File: config.mk
export PLATFORM = sky130hd
export DESIGN_NAME = serial_subtractor
export DESIGN_NICKNAME = d
export VERILOG_FILES = /design/src/rtl/serial_subtractor.sv
export SDC_FILE = /design/constraint.sdc
export NUM_CORES = 1
export LEC_CHECK = 0
export BUFFER_PORTS_ARGS = -buffer_cell sky130_fd_sc_hd__buf_2
export CAP_MARGIN = 20
export CORE_ASPECT_RATIO = 0.75
export CORE_MARGIN = 5
export CORE_UTILIZATION = 50
export CTS_BUF_LIST = sky130_fd_sc_hd__clkbuf_4
export DETAILED_ROUTE_END_ITERATION = 10
export GPL_ROUTABILITY_DRIVEN = 0
export PLACE_DENSITY_LB_ADDON = 0.25
export SLEW_MARGIN = 25
export SYNTH_ARGS = -nofsm -noshare
export SYNTH_HDL_FRONTEND = slang
export SYNTH_SLANG_ARGS = --single-unit
File: constraint.sdc
create_clock -name clk -period 1.7 [get_ports clk]
set_input_delay 0.34 -clock clk [delete_from_list [all_inputs] [get_ports clk]]
set_output_delay 0.34 -clock clk [all_outputs]
set_load 0.02 [all_outputs]
File: src/rtl/serial_subtractor.sv
// Multi-cycle ripple-borrow subtractor: diff = in0 - in1 - bin, resolved SLICE bits per clock,
// least-significant slice first, with a start/done handshake and held result flags.
module serial_subtractor #(
  parameter int WIDTH = 8,
  parameter int SLICE = 4
) (
  input  logic             clk,
  input  logic             rst_n,
  input  logic             start,
  input  logic [WIDTH-1:0] in0,
  input  logic [WIDTH-1:0] in1,
  input  logic             bin,
  output logic             busy,
  output logic             done,
  output logic [WIDTH-1:0] diff,
  output logic             borrow,
  output logic             zero,
  output logic             ovf,
  output logic [1:0]       dbg_state
);

  localparam int N     = WIDTH / SLICE;
  localparam int IDX_W = (N > 1) ? $clog2(N) : 1;
  localparam logic [IDX_W-1:0] LAST_IDX = IDX_W'(N - 1);

  typedef enum logic [1:0] {
    S_IDLE = 2'd0,
    S_RUN  = 2'd1,
    S_DONE = 2'd2
  } state_t;

  state_t             state_q, state_d;
  logic [WIDTH-1:0]   a_q, a_d;
  logic [WIDTH-1:0]   b_q, b_d;
  logic [WIDTH-1:0]   part_q, part_d;
  logic               brw_q, brw_d;
  logic [IDX_W-1:0]   idx_q, idx_d;
  logic               msb0_q, msb0_d;
  logic               msb1_q, msb1_d;
  logic [WIDTH-1:0]   diff_q, diff_d;
  logic               borrow_q, borrow_d;
  logic               zero_q, zero_d;
  logic               ovf_q, ovf_d;

  logic [SLICE:0]       slice_sum;
  logic [WIDTH+SLICE-1:0] part_cat;
  logic [WIDTH-1:0]     part_next;

  // Subtraction as addition of the complement; carry-out of 1 means no borrow.
  always_comb begin
    slice_sum = {1'b0, a_q[SLICE-1:0]} + {1'b0, ~b_q[SLICE-1:0]} + {{SLICE{1'b0}}, ~brw_q};
    part_cat  = {slice_sum[SLICE-1:0], part_q};
    part_next = part_cat[WIDTH+SLICE-1:SLICE];
  end

  always_comb begin
    state_d  = state_q;
    a_d      = a_q;
    b_d      = b_q;
    part_d   = part_q;
    brw_d    = brw_q;
    idx_d    = idx_q;
    msb0_d   = msb0_q;
    msb1_d   = msb1_q;
    diff_d   = diff_q;
    borrow_d = borrow_q;
    zero_d   = zero_q;
    ovf_d    = ovf_q;
    case (state_q)
      S_IDLE, S_DONE: begin
        if (start) begin
          state_d = S_RUN;
          a_d     = in0;
          b_d     = in1;
          brw_d   = bin;
          part_d  = '0;
          idx_d   = '0;
          msb0_d  = in0[WIDTH-1];
          msb1_d  = in1[WIDTH-1];
        end else begin
          state_d = S_IDLE;
        end
      end
      S_RUN: begin
        a_d    = a_q >> SLICE;
        b_d    = b_q >> SLICE;
        brw_d  = ~slice_sum[SLICE];
        part_d = part_next;
        idx_d  = idx_q + IDX_W'(1);
        // Visible outputs only move here, so partial results never leak out.
        if (idx_q == LAST_IDX) begin
          state_d  = S_DONE;
          diff_d   = part_next;
          borrow_d = ~slice_sum[SLICE];
          zero_d   = (part_next == '0);
          ovf_d    = (msb0_q != msb1_q) && (part_next[WIDTH-1] != msb0_q);
        end
      end
      default: state_d = S_IDLE;
    endcase
  end

  always_ff @(posedge clk or negedge rst_n) begin
    if (!rst_n) begin
      state_q  <= S_IDLE;
      a_q      <= '0;
      b_q      <= '0;
      part_q   <= '0;
      brw_q    <= 1'b0;
      idx_q    <= '0;
      msb0_q   <= 1'b0;
      msb1_q   <= 1'b0;
      diff_q   <= '0;
      borrow_q <= 1'b0;
      zero_q   <= 1'b0;
      ovf_q    <= 1'b0;
    end else begin
      state_q  <= state_d;
      a_q      <= a_d;
      b_q      <= b_d;
      part_q   <= part_d;
      brw_q    <= brw_d;
      idx_q    <= idx_d;
      msb0_q   <= msb0_d;
      msb1_q   <= msb1_d;
      diff_q   <= diff_d;
      borrow_q <= borrow_d;
      zero_q   <= zero_d;
      ovf_q    <= ovf_d;
    end
  end

  assign busy      = (state_q == S_RUN);
  assign done      = (state_q == S_DONE);
  assign diff      = diff_q;
  assign borrow    = borrow_q;
  assign zero      = zero_q;
  assign ovf       = ovf_q;
  assign dbg_state = state_q;

endmodule

==> impl_metrics.toml, run 1 <==
[yosys]
synthFlopType = "dfrtp_1"
ys_seq_area_frac = 0.5593
synth_common_cells = "dfrtp_1, nand2_1, o21ai_0, a22o_1, mux2_2"
syn-num-nets = 170
post_synth_instance_area_sq_um = 1655
synth.most_common_cell = "dfrtp_1"
synthDistinctLibCells = 34
ys_warn_count = 0
synth_edf_count = 0
syn_area_per_cell_sq_um = 11.42
yosys.area.top_type = "dfrtp_1"
syn_inst = 145
ys_seq_elements = 37
synth.area.top_cells = "dfrtp_1, mux2_2, a22o_1"
async_flop_share = 1.000
synth_top_area_frac = 0.5593

[global_routing]
grt_max_degree = 28
grt_pass1_vias = 1267
antenna_found_initial = 0
grt_overflow = 0
grt_pass1_wl_microns = 5982
grt_usage = 0.1693

[status]
violations = "negative setup slack"
status = "complete, but fails checks"

[routing]
drc = 0
wl_per_cell_microns = 15.81
viasPerCell = 5.300
ant_nets = 0
num_vias = 1256
drtIter0Drc = 90
routed_wl_microns = 3747
firstDrtPassIters = 6

[die]
die_x_microns = 76.44
start_util = 0.5104
coreArea_sq_um = 3243
row_count = 18
dieArea_sq_um = 4573
io_pins = 35
die_h_microns = 59.83

[pwr]
pwr-share-clk = 0.153
leakage_nw = 1.053
comb_power_share = 0.533
power.density_nw_per_um2 = 2282
power_switching_w = 0.001937
pwr-share-seq = 0.314
ir_drop_v = 0.001194
p_total_w = 0.004905
internal_power_w = 0.002968
swShare = 0.3949

[timing]
timing.setup.tns_ns = -0.1164
finalCritPeriodShare = 1.025
whs_ns = 0.2120
slew_headroom = 0.5926
skew_ns = 0.01304
rsz0062_at_grt = "yes"
max_freq_ghz = 0.5741
worst_slack_ns = -0.04184
setup_viol = 4
tightest_slew_ns = 0.6105
maxSlewViolCount = 0
hold_viol = 0
period_needed_ns = 1.742

[setup_path]
path_class = "reg2reg"
critical_path_arrival_ns = 1.97
worstSetupStartpoint = "a_q[0]"
cp.required_ns = 1.93
end_kind = "register"
crit_fanout = 2
r2r_start = "a_q[0]"
startpoint_type = "register"

[layout]
nFillCells = 254
layout-drive-gt1-share = 0.4061
nets = 221
area_growth_pct = 29.86
diodes = 0

[clocking]
clock_sinks = 37
cts_tree = "done"
cts_buffers = 5
cts.clk_slew.worst_paths_ns = 0.11
cts.htree.levels = 2
clock-root-buffer = "clkbuf_4"
clk_latency_ns = 0.35
clock_path_buffers = 2

[placed_design]
pre_cts_slack_ns = -0.1377
hpwl_microns = 2513
portBuffers = 34

[job]
maxCapViolations = 0

[min_path]
min_from = "in0[6]"
hold_class = "in2reg"
-- worst max-delay path: stages (launching register included) --
cell and delay, ns:
dfrtp_1 0.35, inv_2 0.05, fa_2 0.39, fa_2 0.56, buf_4 0.12, buf_6 0.08, o21ai_0 0.08
-- layer usage --
layer,global-route usage,wire length (microns),up-vias
li1,-,-,602
met1,0.2151,1638,616
met2,0.2744,1851,33
met3,0.05271,213,5
met4,0.06733,44,0
met5,0,0,-
-- worst paths after layout --
check,to,slack [ns],depth (start not counted)
setup reg to reg,part_q[5],-0.04,6
max in group asynchronous,brw_q,0.79,3
setup / recovery,part_q[5],-0.04,6
min in group asynchronous,part_q[6],0.45,2
hold / removal,a_q[6],0.21,2
hold reg to reg,ovf,0.48,2
-- stage by stage --
step           instances  utilization  area [sq um]
3_3_place_gp         216       0.5841          1894
3_5_place_dp         216       0.5841          1894
6_report             237       0.6628          2150
2_1_floorplan        145            -          1658
4_1_cts              228       0.6362          2063
5_1_grt              237       0.6628          2150
-- what timing repair did --
action,in CTS,in global routing
pin swaps,4,1
setup buffers,3,9
setup endpoints to repair,7,10
gates resized for setup,8,7
hold endpoints to repair,17,0
hold buffers,1,0
-- final cells by class --
| cell class | count | area (sq um) | share of cell area |
|---|---|---|---|
| well taps | 40 | 50.05 | 0.02328 |
| repair buffers | 51 | 344.1 | 0.1601 |
| clock inverters | 3 | 65.06 | 0.03027 |
| flip-flops and latches | 37 | 925.9 | 0.4307 |
| clock buffers | 5 | 37.54 | 0.01746 |
| inverters | 7 | 33.78 | 0.01572 |
| multi-input cells | 94 | 693.2 | 0.3225 |
-- placed cells by master (no fill, tap or decap), types with 2 or more instances in the layout --
cell type   n
mux2i_1     3
bufinv_16   2
nand2_1    17
mux2_2      8
buf_12      3
buf_2      33
a21oi_1     7
o21ai_0    13
nor2b_1     3
nor2_1      6
o21ai_1     2
a22o_1     10
inv_1       5
nand3b_1    2
ha_1        2
fa_2        2
clkbuf_4    5
dfrtp_1    37
buf_4      13
-- state kept, by name, summed over array words and instances, names as in the netlist --
name       cells
msb0_q         1
idx_q          1
dbg_state      2
brw_q          1
msb1_q         1
ovf            1
zero           1
b_q            8
part_q         4
borrow         1
diff           8
a_q            8
-- power by group through the flow --
| stage | Sequential (W) | Combinational (W) | Clock (W) |
|---|---|---|---|
| 4_1_cts | 0.00154 | 0.00227 | 0.000762 |
| 3_3_place_gp | 0.00153 | 0.00195 | 0 |
| 3_5_place_dp | 0.00156 | 0.00204 | 0 |
| 6_report | 0.00154 | 0.00261 | 0.000751 |
| 5_1_grt | 0.00159 | 0.00285 | 0.000794 |
| 2_1_floorplan | 0.00167 | 0.00131 | 0 |
-- logic make-up after synthesis --
group	after synthesis	synth area share
AO/OA/AOI/OAI	37	0.1482
buffers and inverters	14	0.04157
multiplexers	11	0.07257
adder cells (fa/ha/maj)	5	0.04687
flip-flops	37	0.5593
XOR/XNOR	2	0.01058
AND/OR/NAND/NOR	39	0.1209
No activity file was read; power rests on OpenSTA's default activity.
==> run 2, diff against run 1 <==
- REMOVE_ABC_BUFFERS: not set -> 1
- SKIP_LAST_GASP: not set -> 1
==> run 2 against run 1 <==
  * The run still ends with negative setup slack left
  * Final area down 6.1%
  * Final cell count down 3.4%
  * Sequential cell count unchanged
==> impl_metrics.toml, run 2 (synthesis gave the netlist of run 1 again) <==
[placed_design]
portBuffers = 34
placed_area_sq_um = 1909
hpwl_microns = 2462

[die]
start_util = 0.5104
coreArea_sq_um = 3243
io_pins = 35
die_h_microns = 59.83
dieArea_sq_um = 4573
row_count = 18
die_x_microns = 76.44

[pwr]
pwr-share-seq = 0.364
pwr-share-clk = 0.104
leakage_nw = 0.9804
power_switching_w = 0.001764
power.density_nw_per_um2 = 2089
internal_power_w = 0.002455
swShare = 0.4181
ir_drop_v = 0.0009238
comb_power_share = 0.532

[layout]
layout-drive-gt1-share = 0.3757
diodes = 0
fin_util = 0.6227
final_cell_mix = "dfrtp_1, buf_2, nand2_1, o21ai_0, a22o_1"
stdcell_area_sq_um = 2019
final_common_cell = "dfrtp_1"
area_growth_pct = 22.00
nets = 214

[timing]
worst_slack_ns = -0.02924
timing.setup.tns_ns = -0.03071
hold_viol = 0
tightest_slew_ns = 0.4144
setup_viol = 2
period_needed_ns = 1.729
slew_headroom = 0.7238
max_freq_ghz = 0.5783
maxSlewViolCount = 0
rsz0062_at_grt = "yes"
finalCritPeriodShare = 1.017
skew_ns = 0.01671

[routing]
wl_per_cell_microns = 14.46
dr_wl_met3_microns = 161
routed_wl_microns = 3311
drc = 0
ant_nets = 0
top_layer_used = "met4"
num_vias = 1196
wl_met1_microns = 1468
viasPerCell = 5.223
drtIter0Drc = 37
dr_wl_met2_microns = 1630
firstDrtPassIters = 4

[clocking]
cts.clk_slew.worst_paths_ns = 0.12
clock_sinks = 37
cts_tree = "done"
cts_buffers = 5
cts.htree.levels = 2
clk_latency_ns = 0.35
clock-root-buffer = "clkbuf_4"
clock_path_buffers = 2

[global_routing]
antenna_found_initial = 0
grt_pass1_wl_microns = 5802
grt_max_degree = 22
grt_overflow = 0
grt_pass1_vias = 1289
grt_usage = 0.1631

[job]
maxCapViolations = 0

[setup_path]
crit_fanout = 2
end_kind = "register"
cp.required_ns = 1.95
startpoint_type = "register"
path_class = "reg2reg"
critical_path_arrival_ns = 1.98

[status]
status = "complete, but fails checks"
violations = "negative setup slack"

[min_path]
hold_class = "in2reg"
-- run 2: cell types whose count changed in the layout (fill, tap and decap cells not counted), moves of 2 or more --
cell and change:
a21oi_2 +2, a21oi_1 -2, bufinv_16 -2, buf_4 -6
buf_12 -2
-- run 2: per-layer routing --
metal  vias up  global-route usage
li1        586                   -
met1       577              0.1952
met2        26              0.2829
met3         7             0.04819
met4         0             0.06234
met5         -                   0
-- run 2: layout make-up --
type	instances	area, sq um
well taps	40	50.05
inverters	7	27.53
fillers	272	1224
clock inverters	2	11.26
multi-input cells	94	703.2
repair buffers	44	264.0
flip-flops and latches	37	925.9
clock buffers	5	37.54
-- run 2: what timing repair did --
item	in CTS	in global routing
pin swaps	3	2
setup endpoints to repair	7	8
resized for setup	4	7
gates cloned	0	0
hold endpoints to repair	16	0
hold buffers	1	0
buffers inserted	1	0
-- run 2: power by group through the flow --
stage | Sequential, W | Clock, W | Combinational [W]
floorplan | 0.00167 | 0 | 0.00123
global placement | 0.00153 | 0 | 0.00200
detailed placement | 0.00155 | 0 | 0.00205
CTS | 0.00154 | 0.000451 | 0.00216
global route | 0.00160 | 0.000483 | 0.00248
finish | 0.00154 | 0.000438 | 0.00224
-- run 2: path summary, 6_finish.rpt --
kind                              from      to  slack (ns)  depth (start not counted)
worst min register to register     ovf     ovf        0.48                          2
worst max register to register  b_q[0]    zero       -0.03                          4
worst min-delay path            in0[6]  a_q[6]        0.21                          2
worst max-delay path            b_q[0]    zero       -0.03                          4
min in group asynchronous        rst_n  b_q[1]        0.44                          2
max in group asynchronous        rst_n  a_q[7]        0.80                          3
-- run 2: through the flow --
step / power [W] / hold WS [ns] / setup slack [ns] / cells
2_1_floorplan: 0.002891 / 0.04441 / -0.5349 / 138
3_3_place_gp: 0.003529 / 0.2868 / -0.08796 / 220
3_5_place_dp: 0.003602 / 0.2947 / -0.1806 / 220
6_report: 0.004219 / 0.2082 / -0.02924 / 229
5_1_grt: 0.004565 / 0.1965 / -0.05690 / 229
4_1_cts: 0.004148 / 0.1996 / -0.05724 / 229
-- run 2: critical path, stage by stage, from the launching register on --
cell and delay [ns]:
dfrtp_1 0.42, fa_2 0.38, fa_2 0.54, nand3_1 0.08, o41ai_2 0.22
==> run 3, diff against run 2 <==
- CORE_UTILIZATION: 50 -> 45
==> run 3 against run 2 <==
  * The run still ends with negative setup slack left
  * Worst setup slack got worse by 0.0036 ns
  * Sequential cell count did not move
  * Via count is 0.17% higher
  * Count of clock-buffer cells in the layout up 1
  * Critical path depth grew 1
  * Critical endpoint unchanged
  * Highest routed layer unchanged
==> impl_metrics.toml, run 3 (synthesis gave the netlist of run 1 again) <==
[status]
status = "complete, but fails checks"
violations = "negative setup slack"

[pwr]
comb_power_share = 0.526
power_switching_w = 0.001734
pwr-share-seq = 0.370
leakage_nw = 0.9786
power.density_nw_per_um2 = 2061
pwr-share-clk = 0.104
ir_drop_v = 0.0009034
internal_power_w = 0.002435
swShare = 0.4160

[layout]
area_growth_pct = 22.22
fin_util = 0.5599
layout-drive-gt1-share = 0.3636
diodes = 0
nFillCells = 334
final_cell_mix = "dfrtp_1, buf_2, nand2_1, o21ai_0, a22o_1"
nets = 212
final_common_cell = "dfrtp_1"

[global_routing]
grt_pass1_wl_microns = 6147
grt_max_degree = 23
grt_overflow = 0
grt_usage = 0.1577
antenna_found_initial = 0
grt_pass1_vias = 1318

[clocking]
cts.htree.levels = 2
clock-root-buffer = "clkbuf_4"
cts_buffers = 5
clk_latency_ns = 0.33
clock_sinks = 37
cts.clk_slew.worst_paths_ns = 0.10
clock_path_buffers = 2
cts_tree = "done"

[min_path]
hold_class = "in2reg"

[setup_path]
path_class = "reg2reg"
critical_path_arrival_ns = 1.97
cp.required_ns = 1.94
end_kind = "register"
crit_fanout = 3
startpoint_type = "register"

[routing]
firstDrtPassIters = 4
wl_per_cell_microns = 13.98
num_vias = 1198
routed_wl_microns = 3342
ant_nets = 0
viasPerCell = 5.013
drtIter0Drc = 66
drc = 0

[die]
io_pins = 35
die_x_microns = 80.04
start_util = 0.4581
dieArea_sq_um = 5004
row_count = 19
die_h_microns = 62.53
coreArea_sq_um = 3613

[timing]
setup_viol = 2
hold_viol = 0
max_freq_ghz = 0.5771
skew_ns = 0.007421
whs_ns = 0.2301
slew_headroom = 0.7329
rsz0062_at_grt = "yes"
maxSlewViolCount = 0
tightest_slew_ns = 0.4006
finalCritPeriodShare = 1.019
period_needed_ns = 1.733
worst_slack_ns = -0.03281

[placed_design]
hpwl_microns = 2546
portBuffers = 34

[job]
maxCapViolations = 0
==> run 3: routing by layer <==
metal	wire length, microns	part of all wire	vias to the layer above	GRT usage
met5	0	0	-	0
met4	46	0.014	0	0.05063
met3	131	0.039	7	0.04467
met2	1659	0.50	25	0.2603
met1	1505	0.45	581	0.1983
li1	-	-	585	-
==> run 3: power by group through the flow <==
stage / clock network, W / registers (W) / logic (W)
detailed placement: 0 / 0.00156 / 0.00204
finish: 0.000432 / 0.00154 / 0.00219
global route: 0.000484 / 0.00161 / 0.00247
global placement: 0 / 0.00153 / 0.00198
floorplan: 0 / 0.00167 / 0.00123
CTS: 0.000449 / 0.00155 / 0.00218
==> run 3: final cells by class <==
type | count | area (sq um) | share of cell area
clock inverter | 1 | 3.754 | 0.001855
clock buffer | 6 | 45.04 | 0.02226
inverter | 7 | 27.53 | 0.01361
timing repair buffer | 42 | 251.5 | 0.1243
multi-input combinational | 94 | 704.4 | 0.3482
sequential | 37 | 925.9 | 0.4576
tap | 52 | 65.06 | 0.03216
==> run 3: worst paths after layout <==
check	start	end	cells after the start	slack (ns)
max	a_q[0]	zero	5	-0.03
max in group asynchronous	rst_n	msb1_q	3	0.78
min in group asynchronous	rst_n	b_q[4]	2	0.47
min reg2reg	ovf	ovf	2	0.49
min	in1[6]	b_q[6]	2	0.23
max reg2reg	a_q[0]	zero	5	-0.03
==> run 3: worst max-delay path, cell delays in order (launching register included) <==
cell and delay [ns]:
dfrtp_1 0.36, inv_2 0.05, fa_2 0.40, fa_2 0.56, nand3_2 0.07, o41ai_2 0.20
==> run 3: stage by stage <==
stage / setup TNS [ns] / worst slack, ns / instance area (sq um) / std cells / power (W)
floorplan: -10.18 / -0.5349 / 1614 / 138 / 0.002891
global placement: -0.2174 / -0.09061 / 1917 / 231 / 0.003513
detailed placement: -0.5171 / -0.1758 / 1917 / 231 / 0.003599
CTS: -0.1753 / -0.08864 / 2003 / 239 / 0.004171
global route: -0.3127 / -0.07612 / 2023 / 239 / 0.004558
finish: -0.05620 / -0.03281 / 2023 / 239 / 0.004169
==> run 3: what timing repair did <==
item,4_1_cts,5_1_grt
setup endpoints to repair,7,8
endpoints found under the hold margin,16,0
pin swaps,5,2
gates resized for setup,9,3
setup buffers,0,0
hold buffers,1,0
